$ cat config.mk
export PLATFORM = sky130hd
export DESIGN_NAME = mod_bit_framer
export DESIGN_NICKNAME = d
export VERILOG_FILES = /design/src/rtl/mod_bit_framer.sv
export SDC_FILE = /design/constraint.sdc
export NUM_CORES = 1
export LEC_CHECK = 0
export CAP_MARGIN = 10
export CORE_MARGIN = 5
export CORE_UTILIZATION = 50
export DETAILED_ROUTE_END_ITERATION = 6
export GPL_TIMING_DRIVEN = 0
export PLACE_DENSITY = 0.8
export SYNTH_ARGS = -nofsm -noshare
export SYNTH_HDL_FRONTEND = slang
export SYNTH_SLANG_ARGS = --single-unit
$ cat constraint.sdc
create_clock -name i_clk -period 4.3 [get_ports i_clk]
set_input_delay 0.86 -clock i_clk [delete_from_list [all_inputs] [get_ports i_clk]]
set_output_delay 0.86 -clock i_clk [all_outputs]
set_load 0.02 [all_outputs]
$ cat src/rtl/mod_bit_framer.sv
// rtl/mod_bit_framer.sv - byte stream to 8-cycle framed serial bits for digital_modulator
// Optional MOD_FRAMER_PRBS_EN: padded frames carry PRBS-9 bits instead of zeros.
module mod_bit_framer #(
    parameter int BURST_FRAMES = 10,
    parameter int GAP_CYCLES   = 20
) (
    input  logic       i_clk,
    input  logic       i_rst,
    input  logic       i_go,
    input  logic [1:0] i_mod,
    input  logic       i_byte_vld,
    input  logic [7:0] i_byte,
    output logic       o_byte_rdy,
    output logic       o_en,
    output logic       o_data_vld,
    output logic       o_data,
    output logic [1:0] o_mod,
    output logic       o_underrun
);

    typedef enum logic [1:0] {S_IDLE, S_BURST, S_GAP} state_t;

    localparam logic [15:0] LAST_FRAME = 16'(BURST_FRAMES - 1);
    localparam logic [15:0] LAST_GAP   = 16'(GAP_CYCLES - 1);

    function automatic logic [4:0] bits_per_frame(input logic [1:0] m);
        case (m)
            2'd0:    return 5'd1;
            2'd1:    return 5'd2;
            2'd2:    return 5'd4;
            default: return 5'd6;
        endcase
    endfunction

    state_t      r_state;
    logic [15:0] r_buf;
    logic [4:0]  r_cnt;
    logic [2:0]  r_fcnt;
    logic [15:0] r_frame;
    logic [15:0] r_gcnt;
    logic        r_pad;

    logic [4:0]  w_n_req;
    logic [4:0]  w_n_cur;
    logic        w_start;
    logic        w_last_cyc;
    logic        w_last_frame;
    logic        w_new_frame;
    logic        w_fill;
    logic        w_mid_bit;
    logic        w_pop;
    logic        w_acc;
    logic [15:0] w_shift;
    logic [4:0]  w_cnt_rem;
    logic [15:0] w_buf_next;
    logic [4:0]  w_cnt_next;
    logic        w_pad_bit;

    assign o_byte_rdy   = (r_cnt <= 5'd8);
    assign w_n_req      = bits_per_frame(i_mod);
    assign w_n_cur      = bits_per_frame(o_mod);
    assign w_start      = (r_state == S_IDLE) && i_go && (r_cnt >= w_n_req);
    assign w_last_cyc   = (r_fcnt == 3'd7);
    assign w_last_frame = (r_frame == LAST_FRAME);
    assign w_new_frame  = (r_state == S_BURST) && w_last_cyc && !w_last_frame;
    assign w_fill       = (r_cnt >= w_n_cur);
    assign w_mid_bit    = (r_state == S_BURST) && !w_last_cyc && (({2'b00, r_fcnt} + 5'd1) < w_n_cur);

    // Outputs for cycle c+1 are computed at the edge ending cycle c, so a pop here feeds o_data next cycle.
    assign w_pop        = w_start || (w_new_frame && w_fill) || (w_mid_bit && !r_pad);
    assign w_acc        = i_byte_vld && o_byte_rdy;
    assign w_shift      = w_pop ? {r_buf[14:0], 1'b0} : r_buf;
    assign w_cnt_rem    = r_cnt - {4'd0, w_pop};
    assign w_buf_next   = w_acc ? (w_shift | ({i_byte, 8'h00} >> w_cnt_rem)) : w_shift;
    assign w_cnt_next   = w_acc ? (w_cnt_rem + 5'd8) : w_cnt_rem;

`ifdef MOD_FRAMER_PRBS_EN
    logic [8:0] r_prbs;
    logic       w_pad_emit;

    assign w_pad_emit = (w_new_frame && !w_fill) || (w_mid_bit && r_pad);
    assign w_pad_bit  = r_prbs[8];

    always_ff @(posedge i_clk or posedge i_rst) begin
        if (i_rst) begin
            r_prbs <= 9'h1FF;
        end else if (w_pad_emit) begin
            r_prbs <= {r_prbs[7:0], r_prbs[8] ^ r_prbs[4]};
        end
    end
`else
    assign w_pad_bit = 1'b0;
`endif

    always_ff @(posedge i_clk or posedge i_rst) begin
        if (i_rst) begin
            r_state    <= S_IDLE;
            r_buf      <= 16'h0000;
            r_cnt      <= 5'd0;
            r_fcnt     <= 3'd0;
            r_frame    <= 16'd0;
            r_gcnt     <= 16'd0;
            r_pad      <= 1'b0;
            o_en       <= 1'b0;
            o_data_vld <= 1'b0;
            o_data     <= 1'b0;
            o_mod      <= 2'd0;
            o_underrun <= 1'b0;
        end else begin
            r_buf      <= w_buf_next;
            r_cnt      <= w_cnt_next;
            o_underrun <= 1'b0;
            case (r_state)
                S_IDLE: begin
                    if (w_start) begin
                        r_state    <= S_BURST;
                        o_mod      <= i_mod;
                        o_en       <= 1'b1;
                        o_data_vld <= 1'b1;
                        o_data     <= r_buf[15];
                        r_fcnt     <= 3'd0;
                        r_frame    <= 16'd0;
                        r_pad      <= 1'b0;
                    end
                end
                S_BURST: begin
                    if (w_last_cyc) begin
                        if (w_last_frame) begin
                            r_state    <= S_GAP;
                            o_en       <= 1'b0;
                            o_data_vld <= 1'b0;
                            r_gcnt     <= 16'd0;
                        end else begin
                            // Pad-or-data is fixed here for the whole frame.
                            r_fcnt     <= 3'd0;
                            r_frame    <= r_frame + 16'd1;
                            r_pad      <= !w_fill;
                            o_underrun <= !w_fill;
                            o_data_vld <= 1'b1;
                            o_data     <= w_fill ? r_buf[15] : w_pad_bit;
                        end
                    end else begin
                        r_fcnt <= r_fcnt + 3'd1;
                        if (w_mid_bit) begin
                            o_data_vld <= 1'b1;
                            o_data     <= r_pad ? w_pad_bit : r_buf[15];
                        end else begin
                            o_data_vld <= 1'b0;
                        end
                    end
                end
                S_GAP: begin
                    if (r_gcnt == LAST_GAP) begin
                        r_state <= S_IDLE;
                    end else begin
                        r_gcnt <= r_gcnt + 16'd1;
                    end
                end
                default: r_state <= S_IDLE;
            endcase
        end
    end

endmodule

# --- After elaboration in Yosys (flattened, before gate mapping) ---
# Cells that the tools add are included.
word_totals:
  regBits: 65
  in_bits: 14
  out_inout_bits: 7
  elab_cells: 113
op_classes:
  n_addsub: 6
  order_cmp: 4
  eq_ne: 17
  shift: 1
  n_mux: 44
  bitwise_logic: 1
  reduce_logical: 28
op_table:
  columns: ["cell", "count"]
  rows:
  - ["2-to-1 mux 16 bit", 8]
  - ["case mux 16 bit (2 select lines)", 2]
  - ["adder 16 x 1 -> 16 bit, second input constant", 2]
  - ["AND reduction 4 bit", 5]
  - ["2-to-1 mux 1 bit", 18]
  - ["case mux 3 bit (3 select lines)", 2]
  - ["equality test 16 x 4 -> 1 bit, second input constant", 1]
  - ["equality test 16 x 5 -> 1 bit, second input constant", 1]
  - ["bitwise OR 16 bit", 1]
  - ["right shift 16 x 5 -> 16 bit", 1]
  - ["inequality test 2 bit, second input constant", 6]
  - [">= comparator 5 bit", 2]
  - ["logical AND 1 bit", 9]
  - ["2-to-1 mux 3 bit", 3]
  - ["2-to-1 mux 2 bit", 4]
  - ["case mux 1 bit (2 select lines)", 4]
  - ["equality test 2 x 1 -> 1 bit, second input constant", 3]
  - ["equality test 2 bit, second input constant", 3]
  - ["zero test 2 bit", 3]
  - ["inequality test 3 bit, second input constant", 2]
  - ["case mux 2 bit (3 select lines)", 1]
  - ["case mux 3 bit (2 select lines)", 1]
  - ["adder 5 x 4 -> 5 bit, second input constant", 1]
  - ["<= comparator 5 x 4 -> 1 bit, second input constant", 1]
  - ["other kinds (11)", 17]

# --- Logic depth before layout (Yosys ltp) ---
logic_depth:
  ltp_word: 10
  depth_mapped: 17
  depth_no_buf: 16

# --- Worst setup path before layout ---
# OpenSTA, ideal clock, no wires.
synth_path:
  path_kind: "input -> register"
  start: "input i_mod[1]"
  end: "register r_buf[7]"
  setup_ps: 127
  t_arrival_ps: 4015
  slack_ps: 158
  stages: 16
  n_path_buf: 2
  path_cell_list: "inv_1 > ha_1 > a2111o_1 > a31oi_1 > nor2_1 > a211oi_4 > buf_6 > inv_2 > ha_1 > buf_1 > mux2_2 > and2_1 > a211oi_1 > o2bb2ai_1 > a22oi_1 > o21ai_1"
synth_via:
  elab_chain_len: 10
  word_cells_on_any_way: 13
synth_rtl:
  columns: ["element", "line_no", "rtl"]
  rows:
  - ["start: declaration", "10", "input logic [1:0] i_mod,"]
  - ["equality test 2 bit, or another cell as far along", "27", "case (m)"]
  - ["case mux 3 bit (3 select lines) *", "27", null]
  - [">= comparator 5 bit *", "62", "assign w_start = (r_state == S_IDLE) && i_go && (r_cnt >= w_n_req);"]
  - ["logical AND 1 bit *", "62", null]
  - ["logical OR 1 bit * (2 in series)", "70", "assign w_pop = w_start || (w_new_frame && w_fill) || (w_mid_bit && !r_pad);"]
  - ["subtractor 5 x 1 -> 5 bit", "73", "assign w_cnt_rem = r_cnt - {4'd0, w_pop};"]
  - ["right shift 16 x 5 -> 16 bit", "74", "assign w_buf_next = w_acc ? (w_shift | ({i_byte, 8'h00} >> w_cnt_rem)) : w_shift;"]
  - ["bitwise OR 16 bit", "74", null]
  - ["2-to-1 mux 16 bit *", "74", null]
  - ["via w_buf_next[7]", "55", "logic [15:0] w_buf_next;"]
  - ["end signal: assignment", "110", "r_buf <= w_buf_next;"]
  - ["end: declaration", "36", "logic [15:0] r_buf;"]
# Mark *: on every way through the listed nets, which the timed path passes. The rest lies on a longest branch.
# A chain may end at the register's enable or synchronous reset.

# --- Final worst setup path ---
layout_path:
  start: "input i_mod[1]"
  end: "register r_buf[6]"
# The elaborated chain is that of the path after synthesis.

==> metrics.csv <==
stage,metric,value,unit
clock_tree,postCtsHoldBufs,0,
power_and_ir_drop,ir_worst_vdd,0.708,mV
finish,layout-drive-gt1-share,0.115,
setup_path,cp_max_fo,10,
clock_tree,cts_tree,yes,
floorplan,die_area,9520,sq um
detailed_routing,wl,8.18,mm
floorplan,die_y,97.6,um
detailed_routing,drtIter0Drc,138,
clock_tree,clk_latency,0.34,ns
synth,syn_inst,405,
grt,grt_max_degree,37,
clock_tree,cts_buffer_depth,2,
finish,nets,468,
timing,slew_headroom,0.491,
placement,hpwl,5.96,mm
clock_tree,cts_buffers,9,
placement,place_ws,-0.967,ns
detailed_routing,vias,3066,
clock_tree,cts_max_level,3,
finish,design_area,4460,sq um
timing,hold_viol,0,
detailed_routing,drc,0,
timing,final.setup.worst_slack,0.116,ns
synth,synth_area_per_cell,9.47,sq um
synth,synthArstFlopShare,1.00,
floorplan,io_pins,21,
finish,diodes,0,
power_and_ir_drop,cellLeakagePower,1.99,nW
finish,area_growth,16.4,%
synth,synth_top_area_frac,0.424,
finish,regArea,1630,sq um
finish,final_core_util,0.587,
clock_tree,clk_pin_slew,0.07,ns
grt,grt_pass1_vias,3182,
synth,synth.distinct_cells,62,
detailed_routing,first_pass_iters,5,
job,drv_cap,0,
synth,synth-main-ff-cell,dfrtp_1,
synth,synth_commonest_cells,"dfrtp_1, nor2_1, nand2_1",
timing,finClkSkew,0.0113,ns
clock_tree,cts_root_buf,clkbuf_8,
power_and_ir_drop,p_per_area,850,nW/um^2
floorplan,fp.coreArea,7610,sq um
synth,synth_edf_count,0,
setup_path,critPathCaptureType,flip-flop,
timing,setup_viol,0,
grt,grt.total_usage,0.184,
synth,seq_area_frac_synth,0.424,
timing,finalMaxSlewViolations,0,
synth,yosysMostFrequentCell,dfrtp_1,
grt,overflow,0,
placement,place_area,4180,sq um
timing,fin_crit_sh,0.973,
finish,multi_input_area,2130,sq um
detailed_routing,wl_per_cell,15.0,um
setup_path,cp_data_required_time,4.52,ns
setup_path,cp.arrival,4.40,ns
outcome,status,completed,
finish,fillers,649,
floorplan,rows,32,
placement,port_buffers,20,
synth,synth_area,3830,sq um
timing,fin_crit,4.18,ns
detailed_routing,postRouteAntennaNets,0,
timing,tns,0,ns
synth,syn_nets,434,
floorplan,initial_core_util,0.504,
floorplan,die_width,97.6,um
timing,max_freq,239,MHz
synth,yosys_register_bits,65,
synth,yosys.area.top_type,dfrtp_1,
timing,worstMarginPinSlew,0.762,ns
detailed_routing,drt-vias-per-instance,5.63,
synth,ys.warnings.count,0,
worst_hold_path,min_path_type,flip-flop to flip-flop,
timing,hold_ws,0.492,ns
grt,antenna_found_initial,0,
clock_tree,cts_sinks,65,
grt,grt_pass1_wl,14.6,mm
setup_path,path_class,primary input to flip-flop,
setup_path,startpoint_type,primary input,
placement,finalWeightedCongestion,0.887,
synth,yosys-top-cells-area,"dfrtp_1, nor2_1, ha_1",
cell usage in the layout, fill, tap and decap left out, types with 4 or more instances in the layout:
cell,synthesis,layout
dfrtp_1,65,65
nor2_1,51,50
nand2_1,39,39
clkdlybuf4s50_1,0,20
inv_1,19,18
xor2_1,17,17
o21ai_1,16,17
mux2i_1,14,13
ha_1,15,13
clkbuf_8,0,12
xnor2_1,11,11
and3_1,10,10
nand4_1,10,10
o21ai_0,11,10
a21oi_1,9,9
nand3_1,8,8
nor2b_1,7,7
nor3_1,7,7
and2_1,6,6
nor4_1,5,5
nand2b_1,5,5
and4_1,5,5
clkbuf_1,4,5
inv_2,4,5
a22oi_1,5,5
mux2_2,4,4
buf_6,3,4
cell families after synthesis:
| family | after synthesis | synth area share |
|---|---|---|
| compound gates | 71 | 0.126 |
| xor+xnor | 31 | 0.0767 |
| fa+ha+maj | 15 | 0.0490 |
| buf+inv | 34 | 0.0401 |
| flops | 65 | 0.424 |
| mux | 19 | 0.0512 |
| simple gates | 170 | 0.233 |
path summary, 6_finish.rpt:
path | from | end | slack [ns] | cells after the start
max | i_mod[1] | r_buf[6] | 0.12 | 16
min | r_buf[5] | r_buf[5] | 0.49 | 2
max reg2reg | r_fcnt[0] | r_buf[6] | 0.48 | 15
min reg2reg | r_buf[5] | r_buf[5] | 0.49 | 2
max in group asynchronous | i_rst | o_data_vld | 2.70 | 3
min in group asynchronous | i_rst | r_buf[2] | 0.98 | 2
where the power goes:
group	internal, mW	switching, mW	leakage, nW
Sequential	0.759	0.174	0.860
Clock	0.253	0.223	0.0915
Combinational	1.07	1.31	1.03
Total	2.08	1.71	1.99
through the flow:
step,power [mW],instances
3_5_place_dp,3.03,528
2_1_floorplan,2.56,405
6_report,3.79,545
4_1_cts,3.71,545
5_1_grt,4.10,545
3_3_place_gp,2.99,527
flip-flops by register name, indices dropped and copies added, names as in the netlist, 2 cells and up:
register,count
r_buf,16
r_frame,16
r_gcnt,16
r_cnt,5
r_fcnt,3
o_mod,2
r_state,2
critical path: stages:
cell	delay (ns)
clkdlybuf4s50_1	0.50
inv_1	0.08
ha_4	0.25
a2111o_1	0.40
a31oi_4	0.21
nor2_2	0.12
a211oi_4	0.22
buf_6	0.15
inv_2	0.04
ha_1	0.20
nor3b_4	0.18
xor2_2	0.43
or3_1	0.18
a21oi_1	0.05
a31o_1	0.20
a221o_1	0.32
repair_timing:
action,CTS,global route
gates resized for setup,9,5
pin swaps,1,2
buffers inserted,2,0
endpoints found under the setup margin,16,13
layout make-up:
class	instances	share of cell area
Buffer	11	0.0174
Clock inverter	2	0.00280
Inverter	23	0.0193
Clock buffer	13	0.0379
Timing Repair Buffer	23	0.0527
Sequential cell	65	0.365
Multi-Input combinational cell	306	0.477
Tap cell	102	0.0286
layer usage:
metal,vias to the layer above,GRT usage,wire (um)
li1,1501,-,-
met3,15,0.0459,304
met1,1485,0.226,3590
met4,0,0.0501,131
met2,65,0.321,4150
met5,-,0,0
No activity file was read; power rests on OpenSTA's default activity.
==> variant, RTL diff (same settings) <==
Take the reset off `r_buf` and load it in a clocked block of its own.
--- a/src/rtl/mod_bit_framer.sv
+++ b/src/rtl/mod_bit_framer.sv
@@ -97,3 +97,2 @@
             r_state    <= S_IDLE;
-            r_buf      <= 16'h0000;
             r_cnt      <= 5'd0;
@@ -109,3 +108,2 @@
         end else begin
-            r_buf      <= w_buf_next;
             r_cnt      <= w_cnt_next;
@@ -163,2 +161,6 @@
 
+    always_ff @(posedge i_clk) begin
+        r_buf <= w_buf_next;
+    end
+
 endmodule
Formal check against the unedited RTL: not equivalent (a bounded check fails within 4 cycles, from zero or initial values and one cycle with i_rst high).
==> variant against the unedited design <==
  * Critical path depth is 1 lower
  * Sequential power is 4.1% lower
  * Worst setup slack better by 59 ps
  * Area after synthesis is 0.69% lower
  * Wire length is 9.5% higher
  * Largest cell class unchanged
  * Die area is 0.62% lower
  * Sequential cell count stayed put
  * Power is 5.9% lower
  * Count of clock-buffer cells in the layout is 1 higher
  * Combinational power is 8.4% lower
  * Final area is 0.39% lower
==> variant: results (changes against the unedited design) <==
Worst Setup Slack post-DPL=-1430 ps (-462 ps); antenna violations before repair=0 (unchanged); class of the worst hold path=flip-flop to flip-flop; slowest cell delay on critical path=500 ps (about the same); # resized after CTS=10 (+1); wire length of the first global-routing pass=15500 µm (+6.1%); Int Power=1.95 mW (-6.2%); total inserted antenna cells=0 (unchanged); total number of vias=3300 (+7.6%); final estimated routing congestion in global placement=0.866 (-2.4%); instance count of the mapped netlist=419 (+3.5%); fin nets=483 (+3.2%); CTS clk-pin slew, worst paths=60 ps; latest clock arrival within the worst-skew pair=340 ps (about the same); slowest library cell on the worst path=sky130_fd_sc_hd__clkdlybuf4s50_1; Placed Cells=539 (+2.1%); Slew headroom=45.8% (-3.3 points); non-filler instance count after layout=558 (+2.4%); run status=complete, no violations; post-synthesis async set-or-reset flop share=75.4% (-25 points); Max Clock Skew=7.06 ps (-4.24 ps); detailed-routing iteration count for the pre-antenna-repair pass=6 (+1); residual antenna-violating net count after detailed routing=0 (unchanged); layout cells sized above 1=11.3% (-0.18 points); arrival time worst endpoint=4300 ps (-100 ps); leakage component of the power=1.80 nW (-9.5%); sequential cell area in the final layout=1550 µm² (-4.9%); Layout fillers=599 (-7.7%); number of distinct standard cells referenced by the synthesized netlist=56 (-9.7%); Setup Fix Bufs, Post-CTS=2 (unchanged); Synth area leaders=sky130_fd_sc_hd__dfrtp_1 32%, sky130_fd_sc_hd__dfxtp_1 8.4%, sky130_fd_sc_hd__ha_1 4.9%; maximum count of clock buffers along a single path=2 (unchanged); total CTS buffers=9 (unchanged); overall routing resource usage=19.8% (+1.4 points); Post-synth top cells=49 x sky130_fd_sc_hd__dfrtp_1, 38 x sky130_fd_sc_hd__nand2_1, 37 x sky130_fd_sc_hd__inv_1; Synth Net Count=448 (+3.2%); part of the Yosys area used for sequential elements=40.6% (-1.8 points); Max rail drop VDD=1.12 mV (+58%); pin count of the biggest net entering global routing=40 (+8.1%); largest registers=r_buf: 16 flops, r_frame: 16 flops, r_gcnt: 16 flops; DRT Wirelength=8950 µm (+9.5%); half-perimeter wire length after placement=6530 µm (+9.6%); family with the most delay on the worst path=compound AO/OA/AOI/OAI gates; maximum fanout count along the critical path=10 (unchanged); Detailed Route Iter0 Violations=254 (+84%); DP Area=4150 µm² (-0.72%); total of warnings raised by yosys=0 (unchanged); level count of the clock H-tree=3 (unchanged); count of input and output buffers=20 (unchanged); root buf cell=sky130_fd_sc_hd__clkbuf_8
[variant: cell types whose count changed after synthesis, moves of 9 or more]
cell                       delta
sky130_fd_sc_hd__o21ai_1     -16
sky130_fd_sc_hd__inv_1       +18
sky130_fd_sc_hd__a21oi_1      +9
sky130_fd_sc_hd__or4_1       +10
sky130_fd_sc_hd__dfrtp_1     -16
sky130_fd_sc_hd__nor2_1      -20
sky130_fd_sc_hd__o221ai_1    +14
sky130_fd_sc_hd__dfxtp_1     +16
sky130_fd_sc_hd__nand3_1      +9
[variant: cells by family (layout without fill, tap and decap cells)]
group                      after synthesis  after routing  synth area share, %
AOI/OAI and AO/OA                       83             83                 15.3
xor gates and xnor gates                22             22                 5.06
adders and majority gates               15             15                 4.93
buffers and inverters                   53             93                 5.32
DFF                                     65             65                 40.6
muxes                                   23             23                 6.64
and+or+nand+nor                        158            158                 22.2
[variant: worst register-to-register path: stages, from the launching register on]
cell,delay [ps]
sky130_fd_sc_hd__dfrtp_1,420
sky130_fd_sc_hd__ha_1,220
sky130_fd_sc_hd__ha_1,290
sky130_fd_sc_hd__ha_1,280
sky130_fd_sc_hd__o21ai_0,70
sky130_fd_sc_hd__o21ai_0,470
sky130_fd_sc_hd__a2bb2oi_2,190
sky130_fd_sc_hd__a21boi_4,260
sky130_fd_sc_hd__inv_1,120
sky130_fd_sc_hd__ha_1,340
sky130_fd_sc_hd__buf_6,160
sky130_fd_sc_hd__mux2_2,360
sky130_fd_sc_hd__mux2i_2,180
sky130_fd_sc_hd__mux2i_1,130
sky130_fd_sc_hd__a21oi_1,180
sky130_fd_sc_hd__o221ai_1,140
[variant: cell type report]
class | count | area share (%)
plain buffers | 16 | 1.66
clock buffers | 14 | 4.14
clock inverters | 2 | 0.225
inverters | 37 | 3.12
multi-input cells | 301 | 47.8
flip-flops and latches | 65 | 34.8
well taps | 99 | 2.79
repair buffers | 24 | 5.46
[variant: final timing paths]
path,end,slack [ps],startpoint,cells past startpoint
max in group asynchronous,r_frame[5],3030,i_rst,3
setup / recovery,r_buf[3],180,i_mod[1],15
hold / removal,r_buf[0],490,r_buf[0],2
min in group asynchronous,r_gcnt[5],770,i_rst,2
hold reg to reg,r_buf[0],490,r_buf[0],2
setup reg to reg,r_buf[3],310,r_fcnt[0],15
[variant: per-layer routing]
metal  part of all wire (%)  GRT usage [%]  vias up
li1                       -              -     1588
met2                     51           34.0       87
met1                     42           23.4     1608
met3                    4.5           5.81       17
met5                      0              0        -
met4                    1.6           7.35        0
[variant: power groups by stage]
stage | Combinational, mW | Clock (mW) | Sequential [mW]
global placement | 1.84 | 0 | 0.886
detailed placement | 1.94 | 0 | 0.891
global route | 2.38 | 0.540 | 0.912
finish | 2.18 | 0.496 | 0.895
CTS | 2.08 | 0.505 | 0.889
floorplan | 1.47 | 0 | 0.875
